### config.mk
export PLATFORM = sky130hd
export DESIGN_NAME = bcd_tick_counter_flat
export DESIGN_NICKNAME = d
export VERILOG_FILES = /design/src/rtl/bcd_counter_pkg.sv /design/src/rtl/bcd_tick_counter_if.sv /design/src/rtl/bcd_digit.sv /design/src/rtl/bcd_tick_counter.sv /design/src/flat_wrapper.sv
export SDC_FILE = /design/constraint.sdc
export NUM_CORES = 1
export LEC_CHECK = 0
export ABC_AREA = 1
export CORE_ASPECT_RATIO = 0.5
export CORE_MARGIN = 8
export CORE_UTILIZATION = 61
export DETAILED_ROUTE_END_ITERATION = 6
export GPL_TIMING_DRIVEN = 1
export PLACE_DENSITY = 0.85
export RECOVER_POWER = 25
export REMOVE_ABC_BUFFERS = 1
export SYNTH_ARGS = -nofsm -noshare
export SYNTH_HDL_FRONTEND = slang
export SYNTH_SLANG_ARGS = --single-unit
export TNS_END_PERCENT = 5
### constraint.sdc
create_clock -name CLOCK_50 -period 4.4 [get_ports CLOCK_50]
set_input_delay 0.88 -clock CLOCK_50 [delete_from_list [all_inputs] [get_ports CLOCK_50]]
set_output_delay 0.88 -clock CLOCK_50 [all_outputs]
set_load 0.1 [all_outputs]
### src/rtl/bcd_counter_pkg.sv
// Shared constants and helpers for the BCD tick counter: digit limits,
// active-low seven-segment patterns and load-value clamping.
package bcd_counter_pkg;

  localparam logic [3:0] BCD_MAX = 4'd9;
  localparam logic [3:0] BCD_MIN = 4'd0;

  // Active-low segments ordered {g,f,e,d,c,b,a}
  localparam logic [6:0] SEG_LUT [0:9] = '{
    7'h40, 7'h79, 7'h24, 7'h30, 7'h19,
    7'h12, 7'h02, 7'h78, 7'h00, 7'h10
  };

  function automatic logic [3:0] clamp_bcd(input logic [3:0] d);
    return (d > BCD_MAX) ? BCD_MAX : d;
  endfunction

endpackage

### src/rtl/bcd_tick_counter_if.sv
// Control/status bundle between the BCD tick counter and its user.
// Optional hex segment output exists only when SEVEN_SEG_EN is defined.
interface bcd_tick_counter_if #(parameter int DIGITS = 4);

  logic                  en;
  logic                  up_dn;
  logic                  clear;
  logic                  load;
  logic [4*DIGITS-1:0]   load_val;
  logic [4*DIGITS-1:0]   bcd;
  logic                  tick;
  logic                  rollover;
`ifdef SEVEN_SEG_EN
  logic [7*DIGITS-1:0]   hex;

  modport master (output en, up_dn, clear, load, load_val,
                  input  bcd, tick, rollover, hex);
  modport slave  (input  en, up_dn, clear, load, load_val,
                  output bcd, tick, rollover, hex);
`else
  modport master (output en, up_dn, clear, load, load_val,
                  input  bcd, tick, rollover);
  modport slave  (input  en, up_dn, clear, load, load_val,
                  output bcd, tick, rollover);
`endif

endinterface

### src/rtl/bcd_digit.sv
// One decimal digit of the cascade: clear > load > step, wraps 9<->0.
// cout flags the digit that will wrap on its next step in the current direction.
module bcd_digit
  import bcd_counter_pkg::*;
(
  input  logic       CLOCK_50,
  input  logic       reset,
  input  logic       step,
  input  logic       up_dn,
  input  logic       clear,
  input  logic       load,
  input  logic [3:0] load_digit,
  output logic [3:0] q,
  output logic       cout
);

  logic [3:0] q_q, q_d;

  // NOTE: default assignment first keeps every path driven, so no latch is inferred.
  always_comb begin
    q_d = q_q;
    if (clear) begin
      q_d = BCD_MIN;
    end else if (load) begin
      q_d = clamp_bcd(load_digit);
    end else if (step) begin
      if (up_dn) q_d = (q_q == BCD_MAX) ? BCD_MIN : q_q + 4'd1;
      else       q_d = (q_q == BCD_MIN) ? BCD_MAX : q_q - 4'd1;
    end
  end

  // NOTE: non-blocking assignment so every flop samples pre-edge values.
  always_ff @(posedge CLOCK_50 or posedge reset) begin
    if (reset) q_q <= BCD_MIN;
    else       q_q <= q_d;
  end

  assign q    = q_q;
  assign cout = up_dn ? (q_q == BCD_MAX) : (q_q == BCD_MIN);

endmodule

### src/rtl/bcd_tick_counter.sv
// Prescaled multi-digit BCD up/down counter with registered tick/rollover strobes.
// Define SEVEN_SEG_EN to add the active-low seven-segment hex output.
module bcd_tick_counter
  import bcd_counter_pkg::*;
#(
  parameter int CLK_HZ  = 50_000_000,
  parameter int TICK_HZ = 1,
  parameter int DIGITS  = 4
) (
  input  logic               CLOCK_50,
  input  logic               reset,
  bcd_tick_counter_if.slave  bus
);

  localparam int             PRESCALE   = CLK_HZ / TICK_HZ;
  localparam int             PW         = $clog2(PRESCALE);
  localparam logic [PW-1:0]  PRESC_LAST = PW'(PRESCALE - 1);

  logic [PW-1:0]       presc_q, presc_d;
  logic                tick_q, tick_d;
  logic                roll_q, roll_d;
  logic                terminal, tick_int;
  logic [DIGITS-1:0]   step, cout;
  logic [4*DIGITS-1:0] bcd_w;

  // A load or clear on the terminal edge swallows the tick
  assign terminal = bus.en && (presc_q == PRESC_LAST);
  assign tick_int = terminal && !bus.clear && !bus.load;

  always_comb begin
    logic acc;
    presc_d = presc_q;
    if (bus.clear || bus.load) presc_d = '0;
    else if (bus.en)           presc_d = terminal ? '0 : presc_q + PW'(1);

    acc  = 1'b1;
    step = '0;
    for (int i = 0; i < DIGITS; i++) begin
      step[i] = tick_int & acc;
      acc     = acc & cout[i];
    end

    tick_d = tick_int;
    roll_d = tick_int & (&cout);
  end

  always_ff @(posedge CLOCK_50 or posedge reset) begin
    if (reset) begin
      presc_q <= '0;
      tick_q  <= 1'b0;
      roll_q  <= 1'b0;
    end else begin
      presc_q <= presc_d;
      tick_q  <= tick_d;
      roll_q  <= roll_d;
    end
  end

  for (genvar i = 0; i < DIGITS; i++) begin : g_digit
    bcd_digit u_digit (
      .CLOCK_50   (CLOCK_50),
      .reset      (reset),
      .step       (step[i]),
      .up_dn      (bus.up_dn),
      .clear      (bus.clear),
      .load       (bus.load),
      .load_digit (bus.load_val[4*i +: 4]),
      .q          (bcd_w[4*i +: 4]),
      .cout       (cout[i])
    );
  end

  assign bus.bcd      = bcd_w;
  assign bus.tick     = tick_q;
  assign bus.rollover = roll_q;

`ifdef SEVEN_SEG_EN
  for (genvar i = 0; i < DIGITS; i++) begin : g_seg
    assign bus.hex[7*i +: 7] = (bcd_w[4*i +: 4] > BCD_MAX) ? 7'h7F : SEG_LUT[bcd_w[4*i +: 4]];
  end
`endif

endmodule

### src/flat_wrapper.sv
// flat-port wrapper written by rule: the top's interface ports become plain ports
module bcd_tick_counter_flat import bcd_counter_pkg::*;
#(
  parameter int CLK_HZ  = 50_000_000,
  parameter int TICK_HZ = 1,
  parameter int DIGITS  = 4
)
  (CLOCK_50, reset, bus_en, bus_up_dn, bus_clear, bus_load, bus_load_val, bus_bcd, bus_tick, bus_rollover);
  bcd_tick_counter_if #(.DIGITS(DIGITS)) bus_i ();
  input  logic CLOCK_50;
  input  logic reset;
  input wire logic [$bits(bus_i.en)-1:0] bus_en;
  input wire logic [$bits(bus_i.up_dn)-1:0] bus_up_dn;
  input wire logic [$bits(bus_i.clear)-1:0] bus_clear;
  input wire logic [$bits(bus_i.load)-1:0] bus_load;
  input wire logic [$bits(bus_i.load_val)-1:0] bus_load_val;
  output wire logic [$bits(bus_i.bcd)-1:0] bus_bcd;
  output wire logic [$bits(bus_i.tick)-1:0] bus_tick;
  output wire logic [$bits(bus_i.rollover)-1:0] bus_rollover;
  assign bus_i.en = bus_en;
  assign bus_i.up_dn = bus_up_dn;
  assign bus_i.clear = bus_clear;
  assign bus_i.load = bus_load;
  assign bus_i.load_val = bus_load_val;
  assign bus_bcd = bus_i.bcd;
  assign bus_tick = bus_i.tick;
  assign bus_rollover = bus_i.rollover;
  bcd_tick_counter #(.CLK_HZ(CLK_HZ), .TICK_HZ(TICK_HZ), .DIGITS(DIGITS)) u_core (.CLOCK_50(CLOCK_50), .reset(reset), .bus(bus_i));
endmodule
Yosys cells after proc, flatten, opt, wreduce, memory -nomap -nowiden
Cells that the tools add are included.
{"block": "word_totals", "elab_cells": 82, "ff_bits": 44, "input_bits": 22, "output_inout_bits": 18}
{"block": "classes", "muxes": 35, "addsub": 9, "order_cmp": 4, "eq_ne": 5, "n_bitwise": 6, "reduce_logical": 16}
{"cell": "$mux W4", "count": 28}
{"cell": "$mux W26", "count": 3}
{"cell": "$add A26 B1 Y26 const B", "count": 1}
{"cell": "$eq A26 B26 Y1 const B", "count": 1}
{"cell": "$add A4 B1 Y4 const B", "count": 4}
{"cell": "$eq A4 B4 Y1 const B", "count": 4}
{"cell": "$gt A4 B4 Y1 const B", "count": 4}
{"cell": "$logic_not A4 Y1", "count": 4}
{"cell": "$sub A4 B1 Y4 const B", "count": 4}
{"cell": "$reduce_bool A3 Y1", "count": 4}
{"cell": "$and A1 B1 Y1", "count": 6}
{"cell": "$mux W1", "count": 4}
{"cell": "$reduce_and A4 Y1", "count": 1}
{"cell": "$logic_and A1 B1 Y1", "count": 3}
{"cell": "$logic_not A1 Y1", "count": 2}
{"cell": "$reduce_bool A2 Y1", "count": 1}
{"cell": "$logic_or A1 B1 Y1", "count": 1}

Longest topological paths before layout
Gate-level depths: netlist of the first run.
{"block": "depth", "word_depth": 8, "ltp_mapped": 11, "depth_no_buf": 10}

Hierarchy
A second synthesis of the first run with hierarchy kept.
{"block": "hier_totals", "cells_unflattened": 523, "hier_area_um2": 3324.4}
{"mod": "bcd_tick_counter", "seq_area_each_um2": 700.7, "n_inst": 1, "area_per_inst_um2": 1773.0, "cells_per_inst": 239}
{"mod": "bcd_digit", "seq_area_each_um2": 100.1, "n_inst": 4, "area_per_inst_um2": 387.9, "cells_per_inst": 71}

Least setup slack after synthesis of the first run
OpenSTA, ideal clock, no wires.
{"block": "synth_timing", "path_kind": "flip-flop to flip-flop", "startpoint": "register u_core.g_digit[0].u_digit.q_q[0]", "endpoint": "register u_core.g_digit[3].u_digit.q_q[3]", "period_less_slack_ps": 2197, "path_slack_ps": 2203, "setup_time_ps": 121, "path_buffers": 0, "t_arrival_ps": 2076, "t_required_ps": 4279, "path_stages_with_launch": 9, "cell_sequence": "dfrtp_1 -> ha_1 -> nand3_1 -> nand2_1 -> nand2_1 -> nor2_1 -> nand4_2 -> nand3_1 -> nand2_1"}
{"block": "synth_between", "elab_chain_len": 6, "elab_cells_between_ends": 7, "classes_between": "eq/ne (1); mux (1); bitwise (3); reduce/logical (2)"}
{"item": "from (decl)", "line_no": "bcd_digit.sv:17", "text": "logic [3:0] q_q, q_d;"}
{"item": "from (signal assigned)", "line_no": "bcd_digit.sv:35", "text": "else q_q <= q_d;"}
{"item": "$eq A4 B4 Y1 / $logic_not A4 Y1 (equally long branches)", "line_no": "bcd_digit.sv:39", "text": "assign cout = up_dn ? (q_q == BCD_MAX) : (q_q == BCD_MIN);"}
{"item": "$mux W1 *", "line_no": "bcd_digit.sv:39"}
{"item": "$and A1 B1 Y1 * (2 in series)", "line_no": "bcd_tick_counter.sv:40", "text": "acc = acc & cout[i];"}
{"item": "$and A1 B1 Y1 *", "line_no": "bcd_tick_counter.sv:39", "text": "step[i] = tick_int & acc;"}
{"item": "$reduce_bool A3 Y1 (no source line) *"}
{"item": "to (signal assigned)", "line_no": "bcd_digit.sv:35"}
{"item": "to (decl)", "line_no": "bcd_digit.sv:17"}
Mark *: on every way between the ends. The rest lies on a longest branch, timed or not.
A chain may end at the register's enable or synchronous reset.

Worst setup path after layout of the first run
{"block": "layout_timing", "startpoint": "register u_core.g_digit[2].u_digit.q_q[0]", "endpoint": "output port bus_bcd[8]"}
{"item": "from (decl)", "line_no": "bcd_digit.sv:17"}
{"item": "from (signal assigned)", "line_no": "bcd_digit.sv:35"}
{"item": "to (decl)", "line_no": "flat_wrapper.sv:17", "text": "output wire logic [$bits(bus_i.bcd)-1:0] bus_bcd;"}
No word-level cell between the ends.

==> summary.md, run 1 <==
| Metric | Value |
|---|---|
| Outcome | `finished with violations` |
| Failing checks | `max-capacitance violations, max-slew violations` |
| Slew @ Worst Pin | `1.66 ns` |
| CP Depth | `1` |
| Gr usage total | `20.7%` |
| Post-synth design cell area | `0.00334 mm^2` |
| R2R Path Start | `u_core.presc_q[1]` |
| Final setup fails | `0` |
| FP Rows | `19` |
| Max Slew Vio Count | `45` |
| P_leak | `1.74 nW` |
| Yosys warns | `0` |
| CP max stage cell | `clkdlybuf4s50_1` |
| Die area | `0.00824 mm^2` |
| Worst R2R Setup Slack | `2.54 ns` |
| Initial antenna violation count | `0` |
| Clock network fraction of design power | `27.6%` |
| Routed wire length | `8.18 mm` |
| Power density over the cells | `295 mW/mm^2` |
| CP Data Arrival Time | `2.02 ns` |
| DRT iter0 DRCs | `284` |
| Max FO, Critical Path | `8` |
| Area Growth Syn to Fin | `16.3%` |
| Hpwl dp | `5.98 mm` |
| Post-route insts no fill | `608` |
| DP Worst Slack | `1.42 ns` |
| Number of global-route vias before repair | `3048` |
| Cts bufs inserted | `5` |
| Minimum clock period after layout | `2.90 ns` |
| Max-slew headroom | `-11.1%` |
| Combinational fraction of design power | `32.2%` |
| VDD IR max | `0.180 mV` |
| Max cap viols | `1` |
| Worst hold path type | `reg -> reg` |
| Worst Path Required | `3.52 ns` |
| Total number of vias | `3317` |
| Count of cell types in the netlist | `35` |
| Top cells by area, synth | `dfrtp_1 33%, nand2_1 16%, nand3_1 7.3%, nor2_1 6.9%, inv_1 6.2%` |
| Via/cell ratio | `5.46` |
| Fin crit share | `65.8%` |
| Worst-Skew Late Latency | `0.31 ns` |
| First-pass GRT wire length | `13.8 mm` |
| Register area share after synthesis | `33.0%` |
| Final ANT Viol Nets | `0` |
| CP Class | `reg -> out` |
| Placer Congestion | `0.940` |
| Syn avg cell area | `6.72 um^2` |
| Setup TNS | `0 ns` |
| Core Region | `0.00537 mm^2` |
| Placed Instances | `600` |
| Pint | `0.703 mW` |
| Port bufs | `39` |
| Worst-case reg-to-reg path depth | `9` |
| Initial Util | `62.2%` |
| Hold Buf Count CTS | `0` |
| Share of the synthesized area in the top cell type | `33.0%` |
| Largest delay share family, worst path | `buffers and inverters` |
| Setup crit end kind | `output pin` |
| Sequential Power Share | `40.2%` |
| RSZ-0062 raised after global routing | `false` |
| Routed len/inst | `13.5 um` |
| Share of layout cells above drive strength 1 | `6.17%` |
| Setup crit start kind | `flip-flop` |
| Maximum clock rate | `0.345 GHz` |
| Clock Skew | `0.00841 ns` |
| Worst-path clk slew | `0.09 ns` |
| Clk buf depth | `2` |
| Critical path buffers and inverters | `1` |
| Syn Inst Count | `497` |
| Htree depth | `2` |
| IO Pins | `40` |
| Root Driver | `clkbuf_8` |
| Yosys top cell by area | `dfrtp_1` |
| Final setup margin | `1.50 ns` |
| Crit path from | `u_core.g_digit[2].u_digit.q[0]` |
| CP peak stage delay | `1.19 ns` |
| Final Hold Vio Count | `0` |
| N_diodes | `0` |
| Die H | `68.3 um` |
| Min Hold Slack | `0.506 ns` |
| CTS tree | `yes` |
| Worst Setup EP | `bus_bcd[8]` |
| Worst-path cell chain | `clkdlybuf4s50_1` |
| Post-CTS Resized | `0` |
| Sw frac | `38.6%` |
| DRC viols | `0` |
| Largest net degree at the start of global routing | `45` |
| Die Wd | `121 um` |
| CTS sink cnt | `44` |
| TritonRoute pass-1 iters | `5` |
| Final nets | `569` |
| Total gr overflow | `0` |
| RR Endpoint | `u_core.presc_q[20]` |
| Net Switching | `0.442 mW` |
| Post-synthesis register bit count | `44` |
| Post-CTS Setup Repair Bufs | `0` |
layer usage:
layer	global-route usage [%]	vias up	share of wire, %
met3	4.53	11	7.3
li1	-	1687	-
met2	36.7	112	47
met1	24.9	1507	45
met4	7.70	0	1.2
met5	0	-	0
synth_stat cells:
master	instances
xor2_1	7
nor2_8	1
o21ai_1	3
ha_1	13
nor2_2	3
inv_1	55
nor3_2	2
clkbuf_1	4
nand2_8	1
buf_2	3
o21ai_0	35
o21bai_1	3
nand4_2	1
buf_6	1
xnor2_1	5
dfrtp_1	44
nor3b_1	1
buf_4	1
nand4_1	11
nand2_1	138
inv_4	2
nor3_4	1
or2_2	1
nor2_4	3
nand3_2	2
and3_1	1
nand2_2	6
nand3_1	49
nor2_1	61
nor3_1	10
a21oi_1	18
nand3b_1	2
a31oi_1	3
inv_2	2
o211ai_1	4
layout by cell type, fill, tap and decap left out, drive strengths merged:
master / synthesis / final
xor2: 7 / 7
clkdlybuf4s50: 0 / 38
or2: 1 / 1
nand3: 51 / 51
nand4: 12 / 12
nand2: 145 / 145
xnor2: 5 / 5
ha: 13 / 13
dlygate4sd3: 0 / 1
a31oi: 3 / 3
bufinv: 0 / 1
nand3b: 2 / 2
o21bai: 3 / 3
inv: 59 / 59
clkinv: 0 / 1
nor2: 68 / 68
clkbuf: 4 / 5
dfrtp: 44 / 44
nor3b: 1 / 1
nor3: 13 / 13
and3: 1 / 1
o21ai: 38 / 38
a21oi: 18 / 18
clkinvlp: 0 / 1
o211ai: 4 / 4
flip-flops by register name, indices dropped and copies added, names as in the netlist:
signal                    cells
u_core.presc_q               26
u_core.bus.rollover           1
u_core.bus.tick               1
u_core.g_digit.u_digit.q     16
cell families after synthesis:
group	Yosys count	share of synthesized area (%)
compound gates	66	10.5
xor+xnor	12	3.15
fa+ha+maj	13	4.87
buf+inv	68	8.24
flops	44	33.0
simple gates	294	40.3
through the flow:
| step | cell area (um^2) | util (%) | power (mW) |
|---|---|---|---|
| 2_1_floorplan | 3290 | - | 0.732 |
| 3_3_place_gp | 3770 | 70.2 | 0.830 |
| 3_5_place_dp | 3770 | 70.2 | 0.835 |
| 4_1_cts | 3880 | 72.3 | 1.15 |
| 5_1_grt | 3880 | 72.3 | 1.21 |
| 6_report | 3880 | 72.3 | 1.14 |
power by group through the flow:
stage	combinational, mW	clock (mW)	sequential (mW)
after CTS	0.369	0.323	0.459
after global placement	0.364	0	0.466
after global routing	0.404	0.341	0.464
after detailed placement	0.368	0	0.467
after floorplan	0.156	0	0.577
final	0.369	0.316	0.460
area by class of cell:
type	count	area, um^2
clock inverters	3	42.5
inverters	59	226
clock buffers	5	68.8
well taps	73	91.3
repair buffers	39	390
fillers	443	1490
multi-input cells	385	1960
flip-flops and latches	44	1100
worst min-delay path by stage:
stage                               to  cells after the start          startpoint
floorplan           u_core.presc_q[17]                      1  u_core.presc_q[17]
global route        u_core.presc_q[17]                      1  u_core.presc_q[17]
global placement    u_core.presc_q[17]                      1  u_core.presc_q[17]
detailed placement  u_core.presc_q[17]                      1  u_core.presc_q[17]
CTS                 u_core.presc_q[17]                      1  u_core.presc_q[17]
finish              u_core.presc_q[17]                      1  u_core.presc_q[17]
(Power assumes the default switching activity.)
==> run 2, diff against run 1 <==
- CORE_UTILIZATION: 61 -> 57
- PLACE_DENSITY: 0.85 -> 0.8
- clock period: 4.4 -> 2.88 ns (I/O delays scaled with it)
==> run 2 against run 1 <==
  * The run now ends clean
  * Cell area is 0.61% higher
  * Critical path depth grew 5
  * Clock skew is 0.0029 ns lower
  * Via count grew 2.1%
  * Setup slack got worse by 0.78 ns
  * Flip-flop and latch count unchanged
  * Register-to-register slack got worse by 1.5 ns
  * Clock-buffer cell count up 3
  * Critical path type is now in -> reg
==> summary.md, run 2 (synthesis gave the netlist of run 1 again) <==
| Metric | Value |
|---|---|
| Post-CTS Setup Repair Bufs | `0 (unchanged)` |
| DP Worst Slack | `0.469 ns (was 1.42 ns)` |
| Clock network fraction of design power | `31.1% (was 27.6%)` |
| Final ANT Viol Nets | `0 (unchanged)` |
| Die Wd | `124 um (was 121 um)` |
| Power density over the cells | `469 mW/mm^2 (was 295 mW/mm^2)` |
| Net Switching | `0.676 mW (was 0.442 mW)` |
| Routed wire length | `8.50 mm (was 8.18 mm)` |
| Max-slew headroom | `52.4% (was -11.1%)` |
| Setup crit start kind | `input port (was flip-flop)` |
| Combinational fraction of design power | `30.5% (was 32.2%)` |
| Fin crit share | `74.8%` |
| CP Data Arrival Time | `2.34 ns (was 2.02 ns)` |
| CP Class | `in -> reg (was reg -> out)` |
| Die H | `70.1 um (was 68.3 um)` |
| Placed Instances | `605 (was 600)` |
| Gr usage total | `19.9% (was 20.7%)` |
| Pint | `1.16 mW (was 0.703 mW)` |
| Max Slew Vio Count | `0 (was 45)` |
| Minimum clock period after layout | `2.15 ns` |
| Number of global-route vias before repair | `3249 (was 3048)` |
| FP Rows | `19 (unchanged)` |
| Final setup fails | `0 (unchanged)` |
| Worst Path Required | `3.06 ns (was 3.52 ns)` |
| Placer Congestion | `0.862 (was 0.940)` |
| Max cap viols | `0 (was 1)` |
| DRT iter0 DRCs | `210 (was 284)` |
| Setup TNS | `0 ns (unchanged)` |
| Final setup margin | `0.727 ns (was 1.50 ns)` |
| Wire length on met3 | `591 um (was 596 um)` |
| Initial antenna violation count | `0 (unchanged)` |
| P_leak | `1.80 nW (was 1.74 nW)` |
| RSZ-0062 raised after global routing | `false (unchanged)` |
| Post-route insts no fill | `613 (was 608)` |
| Area Growth Syn to Fin | `17.0% (was 16.3%)` |
| Total gr overflow | `0 (unchanged)` |
| Top sig layer | `met4 (unchanged)` |
| Sequential Power Share | `38.4% (was 40.2%)` |
| CTS sink cnt | `44 (unchanged)` |
| Clock Skew | `0.00549 ns (was 0.00841 ns)` |
| First-pass GRT wire length | `14.9 mm (was 13.8 mm)` |
| Worst-Skew Late Latency | `0.28 ns (was 0.31 ns)` |
| Share of layout cells above drive strength 1 | `9.81% (was 6.17%)` |
| Total number of vias | `3385 (was 3317)` |
| Total length of routed met2 wires | `3.96 mm (was 3.82 mm)` |
| Outcome | `finished clean (was finished with violations)` |
| DRC viols | `0 (unchanged)` |
| Die area | `0.00872 mm^2 (was 0.00824 mm^2)` |
| Setup crit end kind | `flip-flop (was output pin)` |
| Core Region | `0.00556 mm^2 (was 0.00537 mm^2)` |
| Max FO, Critical Path | `15 (was 8)` |
| Largest net degree at the start of global routing | `19 (was 45)` |
| Worst hold path type | `reg -> reg (unchanged)` |
| Root Driver | `clkbuf_16 (was clkbuf_8)` |
| WL met1 | `3.82 mm (was 3.66 mm)` |
| Cts bufs inserted | `5 (unchanged)` |
| Worst-path clk slew | `0.06 ns (was 0.09 ns)` |
| Final Hold Vio Count | `0 (unchanged)` |
| Clk buf depth | `2 (unchanged)` |
| VDD IR max | `0.263 mV (was 0.180 mV)` |
| Via/cell ratio | `5.52 (was 5.46)` |
| Port bufs | `39 (unchanged)` |
| Top reg by flops | `u_core.presc_q (unchanged)` |
| Post-DP Area | `0.00377 mm^2 (about the same)` |
| Hold Buf Count CTS | `0 (unchanged)` |
| N_diodes | `0 (unchanged)` |
| TritonRoute pass-1 iters | `5 (unchanged)` |
| Routed len/inst | `13.9 um (was 13.5 um)` |
| IO Pins | `40 (unchanged)` |
| Hpwl dp | `6.35 mm (was 5.98 mm)` |
| CTS tree | `yes (unchanged)` |
| Htree depth | `2 (unchanged)` |
| Max reg flops | `26 (unchanged)` |
| Slew @ Worst Pin | `0.714 ns (was 1.66 ns)` |
| Initial Util | `60.1% (was 62.2%)` |
| Final nets | `574 (was 569)` |
| Most common cell after layout, fill and taps aside | `nand2_1 (unchanged)` |
| Final non-filler cell area | `0.00391 mm^2 (was 0.00388 mm^2)` |
| Maximum clock rate | `0.465 GHz` |
| Sw frac | `36.8% (was 38.6%)` |
| Post-CTS Resized | `0 (unchanged)` |
| Final Util | `70.3% (was 72.3%)` |
| Commonest non-fill, non-tap cells in the layout | `138 x nand2_1, 61 x nor2_1, 55 x inv_1, 49 x nand3_1, 44 x dfrtp_1 (unchanged)` |
[run 2: cell types whose count changed in the layout (fill, tap and decap cells not counted)]
cell             previous run  this run
bufinv_16                   1         0
buf_4                       0        22
clkbuf_1                    0         3
clkdlybuf4s50_1            38        20
clkbuf_16                   0         5
clkbuf_8                    5         1
clkinvlp_4                  1         0
clkinv_2                    1         0
[run 2: per-layer routing]
metal | track usage [%] | up-vias
met2 | 34.0 | 135
met5 | 0 | -
met1 | 25.0 | 1538
met3 | 4.44 | 18
li1 | - | 1694
met4 | 5.17 | 0
[run 2: worst max-delay path, stage by stage]
cell and delay, ns:
clkdlybuf4s50_1 0.62, nor2_8 0.26, inv_2 0.11, nor2_4 0.36
nand2_1 0.17, o21ai_0 0.23
[run 2: worst paths after layout]
kind	slack, ns	end	depth (start not counted)	from
max	0.73	u_core.presc_q[2]	6	bus_clear
min	0.50	u_core.presc_q[17]	1	u_core.presc_q[17]
max reg2reg	1.03	u_core.g_digit[3].u_digit.q[0]	10	u_core.g_digit[0].u_digit.q[1]
min reg2reg	0.50	u_core.presc_q[17]	1	u_core.presc_q[17]
max in group asynchronous	0.96	u_core.presc_q[14]	3	reset
min in group asynchronous	0.85	u_core.bus.tick	2	reset
[run 2: layout make-up]
class	count	area, um^2
fill	515	1650
multi-input combinational	385	1960
tap	73	91.3
clock buffer	8	146
sequential	44	1100
inverter	59	226
timing repair buffer	44	379
[run 2: power groups by stage]
stage	clock network, mW	logic (mW)	registers, mW
floorplan	0	0.238	0.881
global placement	0	0.552	0.714
detailed placement	0	0.558	0.714
CTS	0.585	0.561	0.703
global route	0.612	0.613	0.710
finish	0.570	0.560	0.704
[run 2: metrics by stage]
step / power [mW] / hold slack, ns
6_report: 1.83 / 0.497
5_1_grt: 1.93 / 0.518
4_1_cts: 1.85 / 0.501
3_5_place_dp: 1.27 / 0.492
3_3_place_gp: 1.27 / 0.470
2_1_floorplan: 1.12 / 0.455
==> run 3, diff against run 2 <==
- clock period: 2.88 -> 2.1 ns (I/O delays scaled with it)
==> run 3 against run 2 <==
  * Largest power group unchanged
  * Die area unchanged
  * Critical endpoint is now u_core.g_digit[3].u_digit.q[0]
  * Flip-flop and latch count unchanged
  * Clock power increased by 30%
  * First-iteration DRC count increased by 7.1%
  * Setup slack got worse by 0.47 ns
==> summary.md, run 3 (synthesis gave the netlist of run 1 again) <==
| Metric | Value |
|---|---|
| Pint | `1.56 mW (was 1.16 mW)` |
| Setup crit end kind | `flip-flop (unchanged)` |
| N_diodes | `0 (unchanged)` |
| Setup crit start kind | `flip-flop (was input port)` |
| TritonRoute pass-1 iters | `5 (unchanged)` |
| Gr usage total | `19.0% (was 19.9%)` |
| First-pass GRT wire length | `14.3 mm (was 14.9 mm)` |
| CTS sink cnt | `44 (unchanged)` |
| Most common cell after layout, fill and taps aside | `nand2_1 (unchanged)` |
| IO Pins | `40 (unchanged)` |
| Initial antenna violation count | `0 (unchanged)` |
| Post-CTS Setup Repair Bufs | `0 (unchanged)` |
| CP max stage cell | `dfrtp_1 (was clkdlybuf4s50_1)` |
| Power density over the cells | `627 mW/mm^2 (was 469 mW/mm^2)` |
| Final ANT Viol Nets | `0 (unchanged)` |
| RSZ-0062 raised after global routing | `false (unchanged)` |
| Minimum clock period after layout | `1.84 ns` |
| Placed Instances | `614 (was 605)` |
| Placer Congestion | `0.891 (was 0.862)` |
| DRT iter0 DRCs | `225 (was 210)` |
| Commonest non-fill, non-tap cells in the layout | `138 x nand2_1, 61 x nor2_1, 55 x inv_1, 49 x nand3_1, 44 x dfrtp_1 (unchanged)` |
| Initial Util | `60.1% (unchanged)` |
| Fin crit share | `87.6%` |
| Clock network fraction of design power | `29.8% (was 31.1%)` |
| Post-CTS Resized | `0 (unchanged)` |
| Final Util | `71.3% (was 70.3%)` |
| Max cap viols | `0 (unchanged)` |
| Root Driver | `clkbuf_16 (unchanged)` |
| Max-slew headroom | `48.4% (was 52.4%)` |
| CP Class | `reg -> reg (was in -> reg)` |
| Hold Buf Count CTS | `0 (unchanged)` |
| Port bufs | `39 (unchanged)` |
| Total gr overflow | `0 (unchanged)` |
| Worst Path Required | `2.32 ns (was 3.06 ns)` |
| Routed len/inst | `13.4 um (was 13.9 um)` |
| Final setup fails | `0 (unchanged)` |
| Combinational fraction of design power | `31.4% (was 30.5%)` |
| Max Slew Vio Count | `0 (unchanged)` |
| Outcome | `finished clean (unchanged)` |
| Final nets | `583 (was 574)` |
| Net Switching | `0.927 mW (was 0.676 mW)` |
| Core Region | `0.00556 mm^2 (unchanged)` |
| Max FO, Critical Path | `7 (was 15)` |
| Top reg by flops | `u_core.presc_q (unchanged)` |
| Post-route insts no fill | `621 (was 613)` |
| Htree depth | `2 (unchanged)` |
| Sequential Power Share | `38.8% (was 38.4%)` |
| Max reg flops | `26 (unchanged)` |
| Worst-path cell chain | `inv_1 -> ha_1 -> nand3_1 -> nand2_1 -> nand2_1 -> nor2_1 -> nand4_2 -> nand2_2 -> nand2_1 -> nand2_1 (was clkdlybuf4s50_1 -> nor2_8 -> inv_2 -> nor2_4 -> nand2_1 -> o21ai_0)` |
| Die H | `70.1 um (unchanged)` |
| FP Rows | `19 (unchanged)` |
| Via/cell ratio | `5.46 (was 5.52)` |
| Sw frac | `37.3% (was 36.8%)` |
| Share of layout cells above drive strength 1 | `11.5% (was 9.81%)` |
| DRC viols | `0 (unchanged)` |
| P_leak | `1.85 nW (was 1.80 nW)` |
| Clk buf depth | `2 (unchanged)` |
| Maximum clock rate | `0.544 GHz` |
| Cts bufs inserted | `5 (unchanged)` |
| Die area | `0.00872 mm^2 (unchanged)` |
| Filler Cell Count | `491 (was 515)` |
| Worst path most repeated cell | `nand2_1` |
| Hpwl dp | `6.28 mm (was 6.35 mm)` |
| CTS tree | `yes (unchanged)` |
| Worst hold path type | `reg -> reg (unchanged)` |
| Largest net degree at the start of global routing | `31 (was 19)` |
| Number of global-route vias before repair | `3151 (was 3249)` |
| CP peak stage delay | `0.46 ns (was 0.62 ns)` |
| Clock Skew | `0.00701 ns (was 0.00549 ns)` |
| Die Wd | `124 um (unchanged)` |
| Worst-path clk slew | `0.06 ns (about the same)` |
| VDD IR max | `0.418 mV (was 0.263 mV)` |
| Slew @ Worst Pin | `0.774 ns (was 0.714 ns)` |
| Total number of vias | `3392 (was 3385)` |
| Area Growth Syn to Fin | `18.7% (was 17.0%)` |
| Routed wire length | `8.31 mm (was 8.50 mm)` |
| Final Hold Vio Count | `0 (unchanged)` |
| CP Data Arrival Time | `2.06 ns (was 2.34 ns)` |
| Worst-Skew Late Latency | `0.28 ns (about the same)` |
-- run 3: cell count changes in the layout (fill, tap and decap cells not counted), sizes merged --
cell	before	now
buf	22	31
clkbuf	9	7
clkinv	0	1
-- run 3: routing by layer --
layer  GRT usage, %  vias to the layer above  part of all wire, %
li1               -                     1707                    -
met1           24.3                     1570                   46
met2           32.3                      108                   47
met3           3.84                        7                  6.1
met4           4.37                        0                 0.66
met5              0                        -                    0
-- run 3: cell type report --
class	instances	area [um^2]	share of cell area, %
multi-input combinational	385	1960	49.5
sequential	44	1100	27.8
timing repair buffer	53	448	11.3
inverter	59	226	5.71
clock buffer	6	129	3.25
tap	73	91.3	2.30
clock inverter	1	5.00	0.126
-- run 3: worst max-delay path: cells and delay by family (launching register included) --
kind | cells | cell delay, ns
buffers and inverters | 1 | 0.15
adders and majority gates | 1 | 0.22
and+or+nand+nor | 8 | 0.95
DFF | 1 | 0.46
-- run 3: power groups by stage --
stage	clock (mW)	sequential [mW]	combinational [mW]
2_1_floorplan	0	1.21	0.326
3_3_place_gp	0	0.978	0.771
3_5_place_dp	0	0.978	0.781
6_report	0.740	0.965	0.780
4_1_cts	0.753	0.963	0.786
5_1_grt	0.787	0.973	0.850
-- run 3: worst paths after layout --
check	slack [ns]	cells after the start	startpoint	end
worst max-delay path	0.26	10	u_core.g_digit[1].u_digit.q[0]	u_core.g_digit[3].u_digit.q[0]
worst min-delay path	0.49	1	u_core.presc_q[17]	u_core.presc_q[17]
worst max register to register	0.26	10	u_core.g_digit[1].u_digit.q[0]	u_core.g_digit[3].u_digit.q[0]
max in group asynchronous	0.31	3	reset	u_core.presc_q[9]
worst min register to register	0.49	1	u_core.presc_q[17]	u_core.presc_q[17]
min in group asynchronous	0.64	2	reset	u_core.presc_q[2]
-- run 3: through the flow --
stage	area [um^2]	worst slack (ns)	hold WS (ns)	setup TNS, ns	total power [mW]
detailed placement	3850	-0.0104	0.480	-0.0104	1.76
CTS	3980	0.283	0.448	0	2.50
global placement	3850	0.0634	0.470	0	1.75
global route	3970	0.0426	0.512	0	2.61
floorplan	3290	-0.0995	0.455	-0.634	1.53
finish	3970	0.261	0.486	0	2.48
